===== src/rtl/jtag_tap_ctrl.sv =====
// IEEE 1149.1 TAP controller clocked by clk, advanced by a synchronized TCK strobe (tck_en).
// Optional macro JTAG_TRST_EN adds a synchronous active-low trst_n acting like n_rst.
module jtag_tap_ctrl #(
  parameter int unsigned          IR_WIDTH = 4,
  parameter logic [IR_WIDTH-1:0]  IR_RESET = IR_WIDTH'(4'b0001)
) (
  input  logic                clk,
  input  logic                n_rst,
`ifdef JTAG_TRST_EN
  input  logic                trst_n,
`endif
  input  logic                tck_en,
  input  logic                tms,
  input  logic                tdi,
  output logic [3:0]          tap_state,
  output logic                capture_dr,
  output logic                shift_dr,
  output logic                update_dr,
  output logic [IR_WIDTH-1:0] ir,
  output logic                tdo_ir,
  output logic                tlr
);

  typedef enum logic [3:0] {
    TLR     = 4'hF, RTI     = 4'hC, SELDR   = 4'h7, CAPDR   = 4'h6,
    SHDR    = 4'h2, EX1DR   = 4'h1, PAUSEDR = 4'h3, EX2DR   = 4'h0,
    UPDDR   = 4'h5, SELIR   = 4'h4, CAPIR   = 4'hE, SHIR    = 4'hA,
    EX1IR   = 4'h9, PAUSEIR = 4'hB, EX2IR   = 4'h8, UPDIR   = 4'hD
  } tap_state_e;

  tap_state_e          state_q, state_d;
  logic [IR_WIDTH-1:0] ir_q, ir_d;
  logic [IR_WIDTH-1:0] stage_q, stage_d;
  logic                reset_n;

`ifdef JTAG_TRST_EN
  assign reset_n = n_rst & trst_n;
`else
  assign reset_n = n_rst;
`endif

  always_ff @(posedge clk) begin
    if (!reset_n) begin
      state_q <= TLR;
      ir_q    <= IR_RESET;
      stage_q <= '1;
    end else begin
      state_q <= state_d;
      ir_q    <= ir_d;
      stage_q <= stage_d;
    end
  end

  always_comb begin
    state_d = state_q;
    if (tck_en) begin
      case (state_q)
        TLR:     state_d = tms ? TLR     : RTI;
        RTI:     state_d = tms ? SELDR   : RTI;
        SELDR:   state_d = tms ? SELIR   : CAPDR;
        CAPDR:   state_d = tms ? EX1DR   : SHDR;
        SHDR:    state_d = tms ? EX1DR   : SHDR;
        EX1DR:   state_d = tms ? UPDDR   : PAUSEDR;
        PAUSEDR: state_d = tms ? EX2DR   : PAUSEDR;
        EX2DR:   state_d = tms ? UPDDR   : SHDR;
        UPDDR:   state_d = tms ? SELDR   : RTI;
        SELIR:   state_d = tms ? TLR     : CAPIR;
        CAPIR:   state_d = tms ? EX1IR   : SHIR;
        SHIR:    state_d = tms ? EX1IR   : SHIR;
        EX1IR:   state_d = tms ? UPDIR   : PAUSEIR;
        PAUSEIR: state_d = tms ? EX2IR   : PAUSEIR;
        EX2IR:   state_d = tms ? UPDIR   : SHIR;
        UPDIR:   state_d = tms ? SELDR   : RTI;
        default: state_d = TLR;
      endcase
    end
  end

  // IR actions key off the state being left on this strobe, not the one being entered.
  always_comb begin
    ir_d    = ir_q;
    stage_d = stage_q;
    if (tck_en) begin
      case (state_q)
        CAPIR:   stage_d = IR_WIDTH'(2'b01);
        SHIR:    stage_d = {tdi, stage_q[IR_WIDTH-1:1]};
        UPDIR:   ir_d    = stage_q;
        TLR:     ir_d    = IR_RESET;
        default: ;
      endcase
    end
  end

  assign tap_state  = state_q;
  assign capture_dr = reset_n & tck_en & (state_q == CAPDR);
  assign shift_dr   = reset_n & tck_en & (state_q == SHDR);
  assign update_dr  = reset_n & tck_en & (state_q == UPDDR);
  assign ir         = ir_q;
  assign tdo_ir     = stage_q[0];
  assign tlr        = (state_q == TLR);

endmodule


===== config.mk =====
export PLATFORM = sky130hd
export DESIGN_NAME = jtag_tap_ctrl
export DESIGN_NICKNAME = d
export VERILOG_FILES = /design/src/rtl/jtag_tap_ctrl.sv
export SDC_FILE = /design/constraint.sdc
export NUM_CORES = 1
export LEC_CHECK = 0
export ABC_AREA = 1
export BUFFER_PORTS_ARGS = -buffer_cell sky130_fd_sc_hd__buf_2
export CORE_ASPECT_RATIO = 0.7
export CORE_MARGIN = 2
export CORE_UTILIZATION = 30
export CTS_BUF_LIST = sky130_fd_sc_hd__clkbuf_4
export DETAILED_ROUTE_END_ITERATION = 7
export MAX_ROUTING_LAYER = met4
export PLACE_DENSITY = 0.52
export SYNTH_ARGS = -nofsm -noshare
export SYNTH_HDL_FRONTEND = slang
export SYNTH_SLANG_ARGS = --single-unit

===== constraint.sdc =====
create_clock -name clk -period 1.65 [get_ports clk]
set_clock_uncertainty 0.2 [all_clocks]
set_input_delay 0.165 -clock clk [delete_from_list [all_inputs] [get_ports clk]]
set_output_delay 0.165 -clock clk [all_outputs]
set_load 0.005 [all_outputs]

==> impl_metrics.py, run 1 <==
metrics = {
    "clock_network": {
        "cts_max_level": 1,
        "ctsRootBufferMaster": "sky130_fd_sc_hd__clkbuf_4",
        "worst_skew_pair.late_latency_ps": 270,
        "tritoncts_clock_tree": "built",
        "cts_inserted_buffers": 3,
        "post-cts-setup-buffers": 0,
        "clock_tree.buffer_depth": 2,
        "clkSlewWorstSetupHoldPaths_ps": 70,
        "clock_sinks": 12,
    },
    "timing": {
        "hold-worst-slack_ps": 12.9,
        "setup_tns_ps": 0,
        "final_period_minus_worst_setup_slack_ps": 1520,
        "rsz0062_at_grt": "no",
        "relSlewSlack_pct": 83.5,
        "final_setup_violation_count": 0,
        "slew_of_the_pin_with_the_lowest_slew_margin_ps": 247,
        "number_of_pins_exceeding_their_max_slew_limit_in_the_final_report": 0,
        "hold_violations": 0,
        "max_freq_ghz": 0.658,
        "final_min_period_over_clock_period_pct": 92.0,
        "setup_ws_ps": 131,
    },
    "synthesis": {
        "synth-warning-count": 0,
        "synth_async_sr_flop_share_pct": 0,
        "synth_top_cells_by_count": "sky130_fd_sc_hd__nand2_1 (26), sky130_fd_sc_hd__dfxtp_1 (12), sky130_fd_sc_hd__nand3_1 (11)",
        "count_of_state_elements_after_synthesis": 12,
        "synth.top_cells.by_area": "sky130_fd_sc_hd__dfxtp_1 (39%), sky130_fd_sc_hd__nand2_1 (16%), sky130_fd_sc_hd__nand3_1 (8.9%)",
        "postSynth.topFlopCell": "sky130_fd_sc_hd__dfxtp_1",
        "netlist.top_cell.by_area": "sky130_fd_sc_hd__dfxtp_1",
        "synthesis.nets": 100,
        "mappedNetlistArea_um2": 618,
        "syn_avg_cell_area_um2": 6.51,
        "seq_area_frac_synth_pct": 38.9,
        "synth_most_common_cell": "sky130_fd_sc_hd__nand2_1",
        "synth_top_area_share_pct": 38.9,
        "synth_cell_type_count": 15,
        "synth_edf_count": 0,
        "post_synth_inst_count": 95,
    },
    "floorplanning": {
        "rows": 13,
        "io_pins": 18,
        "design.core.area_um2": 1900,
        "die_width_um": 58.3,
        "initial_core_util_pct": 32.5,
        "floorplan.die_area_um2": 2450,
        "die-height_um": 42.0,
    },
    "route": {
        "dr.pass1.iters": 4,
        "wl_mm": 1.56,
        "initial_drc_count": 14,
        "per_cell_via_count_in_the_routed_design": 4.84,
        "detailroute.via_count": 682,
        "drc": 0,
        "number_of_antenna_violating_nets_in_the_routed_design": 0,
        "wl_per_cell_um": 11.0,
    },
    "power_and_ir_drop": {
        "switching_power_uw": 237,
        "power.ir.vdd_worst_v": 0.000402,
        "clock_power_share_pct": 25.0,
        "share_seq_of_total_power_pct": 48.6,
        "p_total_uw": 716,
        "power.leakage_nw": 0.419,
        "swShare_pct": 33.1,
        "share_comb_of_total_power_pct": 26.4,
        "power.density_cell_area_nw_per_um2": 889,
        "internal-power_uw": 479,
    },
    "setup_path": {
        "worst-setup-path-type": "reg2out",
        "worstPathCellList": "inv_2 -> nand2_2 -> nor4_1 -> buf_2",
        "crit_path_top_delay_cell": "sky130_fd_sc_hd__dfxtp_2",
        "cp_slowest_stage_delay_ps": 350,
        "setup.worst_path.end_class": "output port",
        "critPathMaxFanout": 6,
        "critical_path.startpoint_type": "register",
        "critical_path_depth": 4,
        "critical_path.top_delay_family": "flip-flops",
        "required_time_at_the_endpoint_of_the_critical_path_ps": 1280,
        "worst-path-buf-inv": 2,
        "worst-endpoint-arrival_ps": 1150,
        "rr_worst_depth": 7,
    },
    "grt": {
        "grt_usage_pct": 13.8,
        "globalRouteOverflowTotal": 0,
        "grt_start_max_net_pins": 10,
        "first_pass_grt_wire_length_mm": 2.46,
        "grt_antenna_before_repair": 0,
        "grt_pass1_vias": 552,
    },
    "run_status": {
        "outcome": "complete, no violations",
    },
    "finish": {
        "finish.net_count": 126,
        "finalCoreUtilization_pct": 42.3,
        "syn_to_final_growth_pct": 30.4,
        "drive_above_1_share_pct": 28.6,
        "insertedDiodeCount": 0,
        "stdcell_area_um2": 806,
        "stdcell_count": 141,
    },
    "place": {
        "placedInstanceArea_um2": 726,
        "pre_cts_ws_ps": 240,
        "post-dp-hpwl_mm": 1.15,
        "dp.cells": 133,
        "gp_routability_congestion": 0.863,
        "placement.io_buffers": 17,
    },
    "worst_hold_path": {
        "worst_hold_path_type": "in2reg",
        "worst_hold_path.num_cells": 3,
    },
    "flow_run": {
        "max_cap_violations": 0,
    },
}
==> sequential cells by signal, summed over array words and instances (netlist names) <==
name       flops
ir             4
stage_q        4
tap_state      4
==> repair_timing <==
action / CTS / global route
hold buffers: 5 / 0
cloned: 0 / 0
setup endpoints to repair: 2 / 4
resized for setup: 1 / 4
endpoints found under the hold margin: 7 / 0
==> worst register-to-register path: cells and delay by family, from the launching register on <==
kind	cells	cell delay, ps
buffers and inverters	2	210
DFF	1	350
and+or+nand+nor	4	460
AOI/OAI and AO/OA	1	80
==> layout make-up <==
type                            count  area (um2)
Sequential cell                    12         248
Inverter                           13        48.8
Timing Repair Buffer               22         135
Fill cell                         210        1100
Tap cell                           22        27.5
Multi-Input combinational cell     69         324
Clock buffer                        3        22.5
==> cells by family (layout without fill, tap and decap cells) <==
group                  Yosys count  after routing  synth area share, %
buffers and inverters           14             38                 8.70
AND/OR/NAND/NOR                 53             53                 38.9
AO/OA/AOI/OAI                   16             16                 13.6
flip-flops                      12             12                 38.9
==> path summary, 6_finish.rpt <==
kind	to	startpoint	slack [ps]
max	shift_dr	tap_state[0]	130
min	tap_state[2]	tck_en	10
max reg2reg	stage_q[0]	tap_state[0]	290
min reg2reg	ir[0]	ir[0]	260
==> power groups by stage <==
stage          combinational, mW  clock (mW)  sequential (mW)
2_1_floorplan              0.121           0            0.350
3_3_place_gp               0.182           0            0.352
3_5_place_dp               0.179           0            0.352
4_1_cts                    0.189       0.191            0.346
5_1_grt                    0.216       0.201            0.352
6_report                   0.189       0.179            0.348
==> per-layer routing <==
metal  routed length (um)  GRT usage, %  up-vias
met2                  584          16.8       29
met3                  130          5.86        0
met4                    0          1.40        0
met1                  843          21.1      292
li1                     -             -      361
met5                    0             -        -
==> placed cells by master (no fill, tap or decap) <==
cell type and instances:
sky130_fd_sc_hd__o211ai_1 1, sky130_fd_sc_hd__nor3_4 1, sky130_fd_sc_hd__dfxtp_4 1, sky130_fd_sc_hd__inv_2 5, sky130_fd_sc_hd__a31oi_1 1, sky130_fd_sc_hd__nand2_1 26, sky130_fd_sc_hd__nor4_1 2, sky130_fd_sc_hd__dfxtp_1 8
sky130_fd_sc_hd__clkbuf_4 3, sky130_fd_sc_hd__dfxtp_2 3, sky130_fd_sc_hd__dlygate4sd3_1 5, sky130_fd_sc_hd__o21ai_0 6, sky130_fd_sc_hd__nor2_2 1, sky130_fd_sc_hd__a21oi_1 8, sky130_fd_sc_hd__inv_1 8, sky130_fd_sc_hd__nor2_1 9
sky130_fd_sc_hd__nand3_1 11, sky130_fd_sc_hd__buf_2 17, sky130_fd_sc_hd__nand2_2 3
No activity file was read; power rests on OpenSTA's default activity.
==> run 2, diff against run 1 <==
- HOLD_SLACK_MARGIN: not set -> 0.08
- MAX_ROUTING_LAYER: met4 -> not set
- clock period: 1.65 -> 1.8 ns (I/O delays scaled with it)
==> run 2 against run 1 <==
  * Die area did not move
  * Highest routed layer is now met4
  * Clock power is 10% lower
  * Global-route usage rose by 0.75 points
  * Combinational power down 7%
  * Sequential power decreased by 8.0%
  * Largest power group unchanged
==> impl_metrics.py, run 2 (synthesis gave the netlist of run 1 again) <==
metrics = {
    "run_status": {
        "outcome": "complete, no violations",
    },
    "clock_network": {
        "clock_tree.buffer_depth": 2,
        "cts_max_level": 1,
        "worst_skew_pair.late_latency_ps": 270,
        "clkSlewWorstSetupHoldPaths_ps": 70,
        "ctsRootBufferMaster": "sky130_fd_sc_hd__clkbuf_4",
        "post-cts-setup-buffers": 0,
        "cts_inserted_buffers": 3,
        "clock_sinks": 12,
        "tritoncts_clock_tree": "built",
    },
    "floorplanning": {
        "die-height_um": 42.0,
        "rows": 13,
        "die_width_um": 58.3,
        "floorplan.die_area_um2": 2450,
        "design.core.area_um2": 1900,
        "initial_core_util_pct": 32.5,
        "io_pins": 18,
    },
    "grt": {
        "globalRoute.busiestLayer": "met1",
        "grt_start_max_net_pins": 10,
        "globalRouteOverflowTotal": 0,
        "global_route.usage.met2_pct": 20.2,
        "grtUsageMet1_pct": 20.6,
        "grt_antenna_before_repair": 0,
        "grt_util_met3_pct": 5.56,
        "first_pass_grt_wire_length_mm": 2.69,
        "grt_pass1_vias": 604,
        "grt_usage_pct": 14.5,
    },
    "finish": {
        "most_frequent_cells_in_the_layout": "sky130_fd_sc_hd__nand2_1 (25), sky130_fd_sc_hd__buf_2 (17), sky130_fd_sc_hd__nand3_1 (11), sky130_fd_sc_hd__dfxtp_1 (11), sky130_fd_sc_hd__nor2_1 (9)",
        "insertedDiodeCount": 0,
        "syn_to_final_growth_pct": 31.8,
        "drive_above_1_share_pct": 28.6,
        "nFillCells": 217,
        "finish.net_count": 126,
        "stdcell_area_um2": 815,
        "stdcell_count": 141,
        "mostFrequentLayoutCell": "sky130_fd_sc_hd__nand2_1",
        "finalCoreUtilization_pct": 42.8,
    },
    "place": {
        "pre_cts_ws_ps": 346,
        "gp_routability_congestion": 0.915,
        "placedInstanceArea_um2": 726,
        "dp.cells": 133,
        "placement.io_buffers": 17,
        "post-dp-hpwl_mm": 1.18,
    },
    "timing": {
        "hold-worst-slack_ps": 265,
        "number_of_pins_exceeding_their_max_slew_limit_in_the_final_report": 0,
        "max_freq_ghz": 0.596,
        "final_min_period_over_clock_period_pct": 93.2,
        "final_period_minus_worst_setup_slack_ps": 1680,
        "setup_tns_ps": 0,
        "setup_ws_ps": 122,
        "relSlewSlack_pct": 80.4,
        "final_setup_violation_count": 0,
        "rsz0062_at_grt": "no",
        "slew_of_the_pin_with_the_lowest_slew_margin_ps": 293,
        "hold_violations": 0,
    },
    "route": {
        "number_of_antenna_violating_nets_in_the_routed_design": 0,
        "wl_per_cell_um": 11.4,
        "wl_mm": 1.61,
        "detailroute.via_count": 710,
        "dr.pass1.iters": 4,
        "drc": 0,
        "per_cell_via_count_in_the_routed_design": 5.04,
        "initial_drc_count": 24,
    },
    "flow_run": {
        "max_cap_violations": 0,
    },
    "worst_hold_path": {
        "worst_hold_path_type": "reg2reg",
    },
    "setup_path": {
        "setup.worst_path.end_class": "output port",
        "worst-setup-path-type": "in2out",
        "critPathMaxFanout": 6,
        "worst-endpoint-arrival_ps": 1300,
        "required_time_at_the_endpoint_of_the_critical_path_ps": 1420,
        "critical_path.startpoint_type": "primary input",
        "reg2reg_setup_slack_ps": 380,
    },
    "power_and_ir_drop": {
        "power.ir.vdd_worst_v": 0.000375,
        "power.density_cell_area_nw_per_um2": 807,
        "power.leakage_nw": 0.420,
        "p_total_uw": 657,
    },
}
## run 2: cell types whose count changed in the layout (fill, tap and decap cells not counted)
cell                      change
sky130_fd_sc_hd__nor4_2       +2
sky130_fd_sc_hd__nand2_1      -1
sky130_fd_sc_hd__dfxtp_1      +3
sky130_fd_sc_hd__dfxtp_4      -1
sky130_fd_sc_hd__dfxtp_2      -2
sky130_fd_sc_hd__nand2_2      +1
sky130_fd_sc_hd__nor4_1       -2
## run 2: final timing paths
check,from,to,cells past startpoint
setup / recovery,tck_en,shift_dr,5
hold / removal,ir[0],ir[0],2
setup reg to reg,tap_state[1],stage_q[1],6
hold reg to reg,ir[0],ir[0],2
## run 2: what timing repair did
item	4_1_cts	5_1_grt
setup endpoints to repair	0	3
endpoints found under the hold margin	10	0
hold buffers	5	0
resized for setup	0	4
## run 2: layout make-up
cell class	instances	area, um2	area share (%)
multi-input cells	69	339	41.6
flip-flops and latches	12	241	29.6
repair buffers	22	135	16.6
clock buffers	3	22.5	2.76
inverters	13	48.8	5.99
well taps	22	27.5	3.38
## run 2: per-layer routing
layer  part of all wire [%]  up-vias
met2                     39       35
li1                       -      356
met4                   0.93        0
met5                      0        -
met3                    8.9        4
met1                     51      315
## run 2: critical path, stage by stage
cell and delay (ps):
sky130_fd_sc_hd__dlygate4sd3_1 520, sky130_fd_sc_hd__buf_2 160, sky130_fd_sc_hd__nand2_2 80, sky130_fd_sc_hd__nor4_2 210, sky130_fd_sc_hd__buf_2 150
## run 2: report_power, final
part / switching [mW] / internal (mW)
combinational: 0.106 / 0.0702
clock: 0.0841 / 0.0774
sequential: 0.0287 / 0.291
==> run 3, diff against run 2 <==
--- a/config.mk
+++ b/config.mk
@@ -6,5 +6,4 @@
 export NUM_CORES = 1
 export LEC_CHECK = 0
-export ABC_AREA = 1
 export BUFFER_PORTS_ARGS = -buffer_cell sky130_fd_sc_hd__buf_2
 export CORE_ASPECT_RATIO = 0.7
==> constraint.sdc (replaced) <==
create_clock -name clk -period 1.8 [get_ports clk]
set_clock_uncertainty 0.2 [all_clocks]
set_input_delay 0.18 -clock clk [delete_from_list [all_inputs] [get_ports clk]]
set_output_delay 0.18 -clock clk [all_outputs]
set_load 0.02 [all_outputs]
==> run 3 against run 2 <==
  * Maximum frequency is 0.38% higher
  * Via count is 20% lower
  * Worst hold slack worse by 140 ps
  * Cell area is 4.5% lower
  * Critical path depth is 2 lower
  * Cell count is 18% lower
  * Sequential cell count stayed put
  * Sequential power is 2% lower
  * Synthesized area is 0.81% lower
  * Non-clock buffer count stayed put
  * First-iteration DRC count is 63% lower
  * Critical path type is now reg2out
  * Critical endpoint is now capture_dr
  * Largest power group unchanged
==> impl_metrics.py, run 3 <==
metrics = {
    "floorplanning": {
        "io_pins": 18,
        "die_width_um": 58.0,
        "floorplan.die_area_um2": 2430,
        "design.core.area_um2": 1890,
        "rows": 13,
        "initial_core_util_pct": 32.5,
        "die-height_um": 41.8,
    },
    "place": {
        "post-dp-hpwl_mm": 1.07,
        "gp_routability_congestion": 0.827,
        "placement.io_buffers": 17,
    },
    "clock_network": {
        "cts_inserted_buffers": 3,
        "tritoncts_clock_tree": "built",
        "cts_max_level": 1,
        "ctsRootBufferMaster": "sky130_fd_sc_hd__clkbuf_4",
        "clock_sinks": 12,
        "worst_skew_pair.late_latency_ps": 270,
        "clock_tree.buffer_depth": 2,
        "clkSlewWorstSetupHoldPaths_ps": 70,
    },
    "run_status": {
        "outcome": "complete, no violations",
    },
    "power_and_ir_drop": {
        "swShare_pct": 32.9,
        "share_comb_of_total_power_pct": 25.2,
        "clock_power_share_pct": 25.9,
        "p_total_uw": 644,
        "share_seq_of_total_power_pct": 48.9,
        "switching_power_uw": 212,
        "internal-power_uw": 432,
        "power.density_cell_area_nw_per_um2": 827,
        "power.leakage_nw": 0.350,
        "power.ir.vdd_worst_v": 0.000534,
    },
    "timing": {
        "max_freq_ghz": 0.598,
        "setup_tns_ps": 0,
        "relSlewSlack_pct": 73.1,
        "slew_of_the_pin_with_the_lowest_slew_margin_ps": 402,
        "final_min_period_over_clock_period_pct": 92.9,
        "hold_violations": 0,
        "final_period_minus_worst_setup_slack_ps": 1670,
        "final_setup_violation_count": 0,
        "rsz0062_at_grt": "no",
        "number_of_pins_exceeding_their_max_slew_limit_in_the_final_report": 0,
    },
    "finish": {
        "syn_to_final_growth_pct": 26.9,
        "drive_above_1_share_pct": 31.9,
        "insertedDiodeCount": 0,
        "most_frequent_cells_in_the_layout": "sky130_fd_sc_hd__buf_2 (17), sky130_fd_sc_hd__nand2_1 (12), sky130_fd_sc_hd__dfxtp_1 (9)",
        "finalCoreUtilization_pct": 41.2,
        "mostFrequentLayoutCell": "sky130_fd_sc_hd__buf_2",
        "finish.net_count": 100,
    },
    "setup_path": {
        "crit_path_top_delay_cell": "sky130_fd_sc_hd__dfxtp_2",
        "worst-endpoint-arrival_ps": 1290,
        "cp_slowest_stage_delay_ps": 450,
        "required_time_at_the_endpoint_of_the_critical_path_ps": 1420,
        "critPathMaxFanout": 9,
        "critical_path.startpoint_type": "register",
        "reg2reg_setup_slack_ps": 450,
        "worst-setup-path-type": "reg2out",
        "setup.worst_path.end_class": "output port",
        "worstPathCellList": "inv_1 -> nor4_2 -> buf_2",
    },
    "route": {
        "number_of_antenna_violating_nets_in_the_routed_design": 0,
        "wl_mm": 1.48,
        "wl_per_cell_um": 12.7,
        "highest_layer": "met4",
        "initial_drc_count": 9,
        "drc": 0,
        "routed-wl-met2_um": 548,
        "dr.pass1.iters": 3,
        "met1_length_um": 817,
        "met3_wirelength_um": 102,
        "per_cell_via_count_in_the_routed_design": 4.90,
        "detailroute.via_count": 568,
    },
    "grt": {
        "grt_antenna_before_repair": 0,
        "grt_pass1_vias": 475,
        "globalRouteOverflowTotal": 0,
        "grt_usage_pct": 13.3,
        "grt_start_max_net_pins": 14,
        "first_pass_grt_wire_length_mm": 2.39,
    },
    "synthesis": {
        "seq_area_frac_synth_pct": 39.2,
        "synth_async_sr_flop_share_pct": 0,
        "synth_top_area_share_pct": 39.2,
        "mappedNetlistArea_um2": 613,
        "synth-warning-count": 0,
        "synth.top_cells.by_area": "sky130_fd_sc_hd__dfxtp_1 (39%), sky130_fd_sc_hd__nand2_1 (7.3%), sky130_fd_sc_hd__o21ai_0 (4.9%)",
        "netlist.top_cell.by_area": "sky130_fd_sc_hd__dfxtp_1",
        "synth_top_cells_by_count": "sky130_fd_sc_hd__dfxtp_1 (12), sky130_fd_sc_hd__nand2_1 (12), sky130_fd_sc_hd__o21ai_0 (6)",
        "synthesis.nets": 79,
        "synth_edf_count": 0,
        "post_synth_inst_count": 74,
        "synth_cell_type_count": 27,
        "count_of_state_elements_after_synthesis": 12,
        "syn_avg_cell_area_um2": 8.28,
        "postSynth.topFlopCell": "sky130_fd_sc_hd__dfxtp_1",
    },
    "worst_hold_path": {
        "worst_hold_path_type": "in2reg",
    },
    "flow_run": {
        "max_cap_violations": 0,
    },
}
==> run 3: repair_timing <==
item,in CTS,in global routing
endpoints found under the hold margin,12,0
setup endpoints to repair,1,2
gates resized for setup,1,2
buffers inserted,0,0
hold buffers,3,0
gates cloned,0,0
==> run 3: kinds of logic (layout without fill, tap and decap cells) <==
| logic type | Yosys count | in the layout | synth area share [%] |
|---|---|---|---|
| buffers and inverters | 10 | 30 | 8.16 |
| AO/OA/AOI/OAI | 21 | 21 | 22.2 |
| AND/OR/NAND/NOR | 31 | 31 | 30.4 |
| flip-flops | 12 | 12 | 39.2 |
==> run 3: power by group through the flow <==
stage	registers [mW]	clock network [mW]	logic, mW
floorplan	0.323	0	0.105
global placement	0.318	0	0.158
detailed placement	0.320	0	0.157
CTS	0.314	0.177	0.163
global route	0.319	0.197	0.180
finish	0.315	0.167	0.162
==> run 3: stage by stage <==
| stage | hold slack, ps | worst slack, ps | instance area (um2) | std cells |
|---|---|---|---|---|
| floorplan | 133 | 172 | 626 | 74 |
| global placement | 236 | 292 | 718 | 109 |
| detailed placement | 245 | 268 | 718 | 109 |
| CTS | 124 | 46.4 | 776 | 116 |
| global route | 134 | 17.9 | 778 | 116 |
| finish | 127 | 128 | 778 | 116 |
==> run 3: path summary, 6_finish.rpt <==
| check | to | depth (start not counted) | startpoint |
|---|---|---|---|
| setup / recovery | capture_dr | 3 | tap_state[1] |
| hold / removal | tap_state[0] | 3 | tck_en |
| setup reg to reg | ir[0] | 4 | tap_state[2] |
| hold reg to reg | ir[3] | 2 | ir[3] |
==> run 3: routing by layer <==
metal / global-route usage [%] / vias up
met2: 16.6 / 13
met4: 1.40 / 0
met5: 0 / -
li1: - / 305
met3: 7.79 / 2
met1: 19.7 / 248
==> run 3: area by class of cell <==
type | count | area (um2)
tap | 22 | 27.5
sequential | 12 | 244
clock buffer | 3 | 22.5
fill | 200 | 1110
clock inverter | 1 | 3.75
inverter | 4 | 15.0
multi-input combinational | 52 | 335
timing repair buffer | 22 | 130
==> run 3: critical path: cells and delay by family, from the launching register on <==
| family | cells | cell delay [ps] |
|---|---|---|
| and+or+nand+nor | 1 | 240 |
| DFF | 1 | 450 |
| buffers and inverters | 2 | 330 |
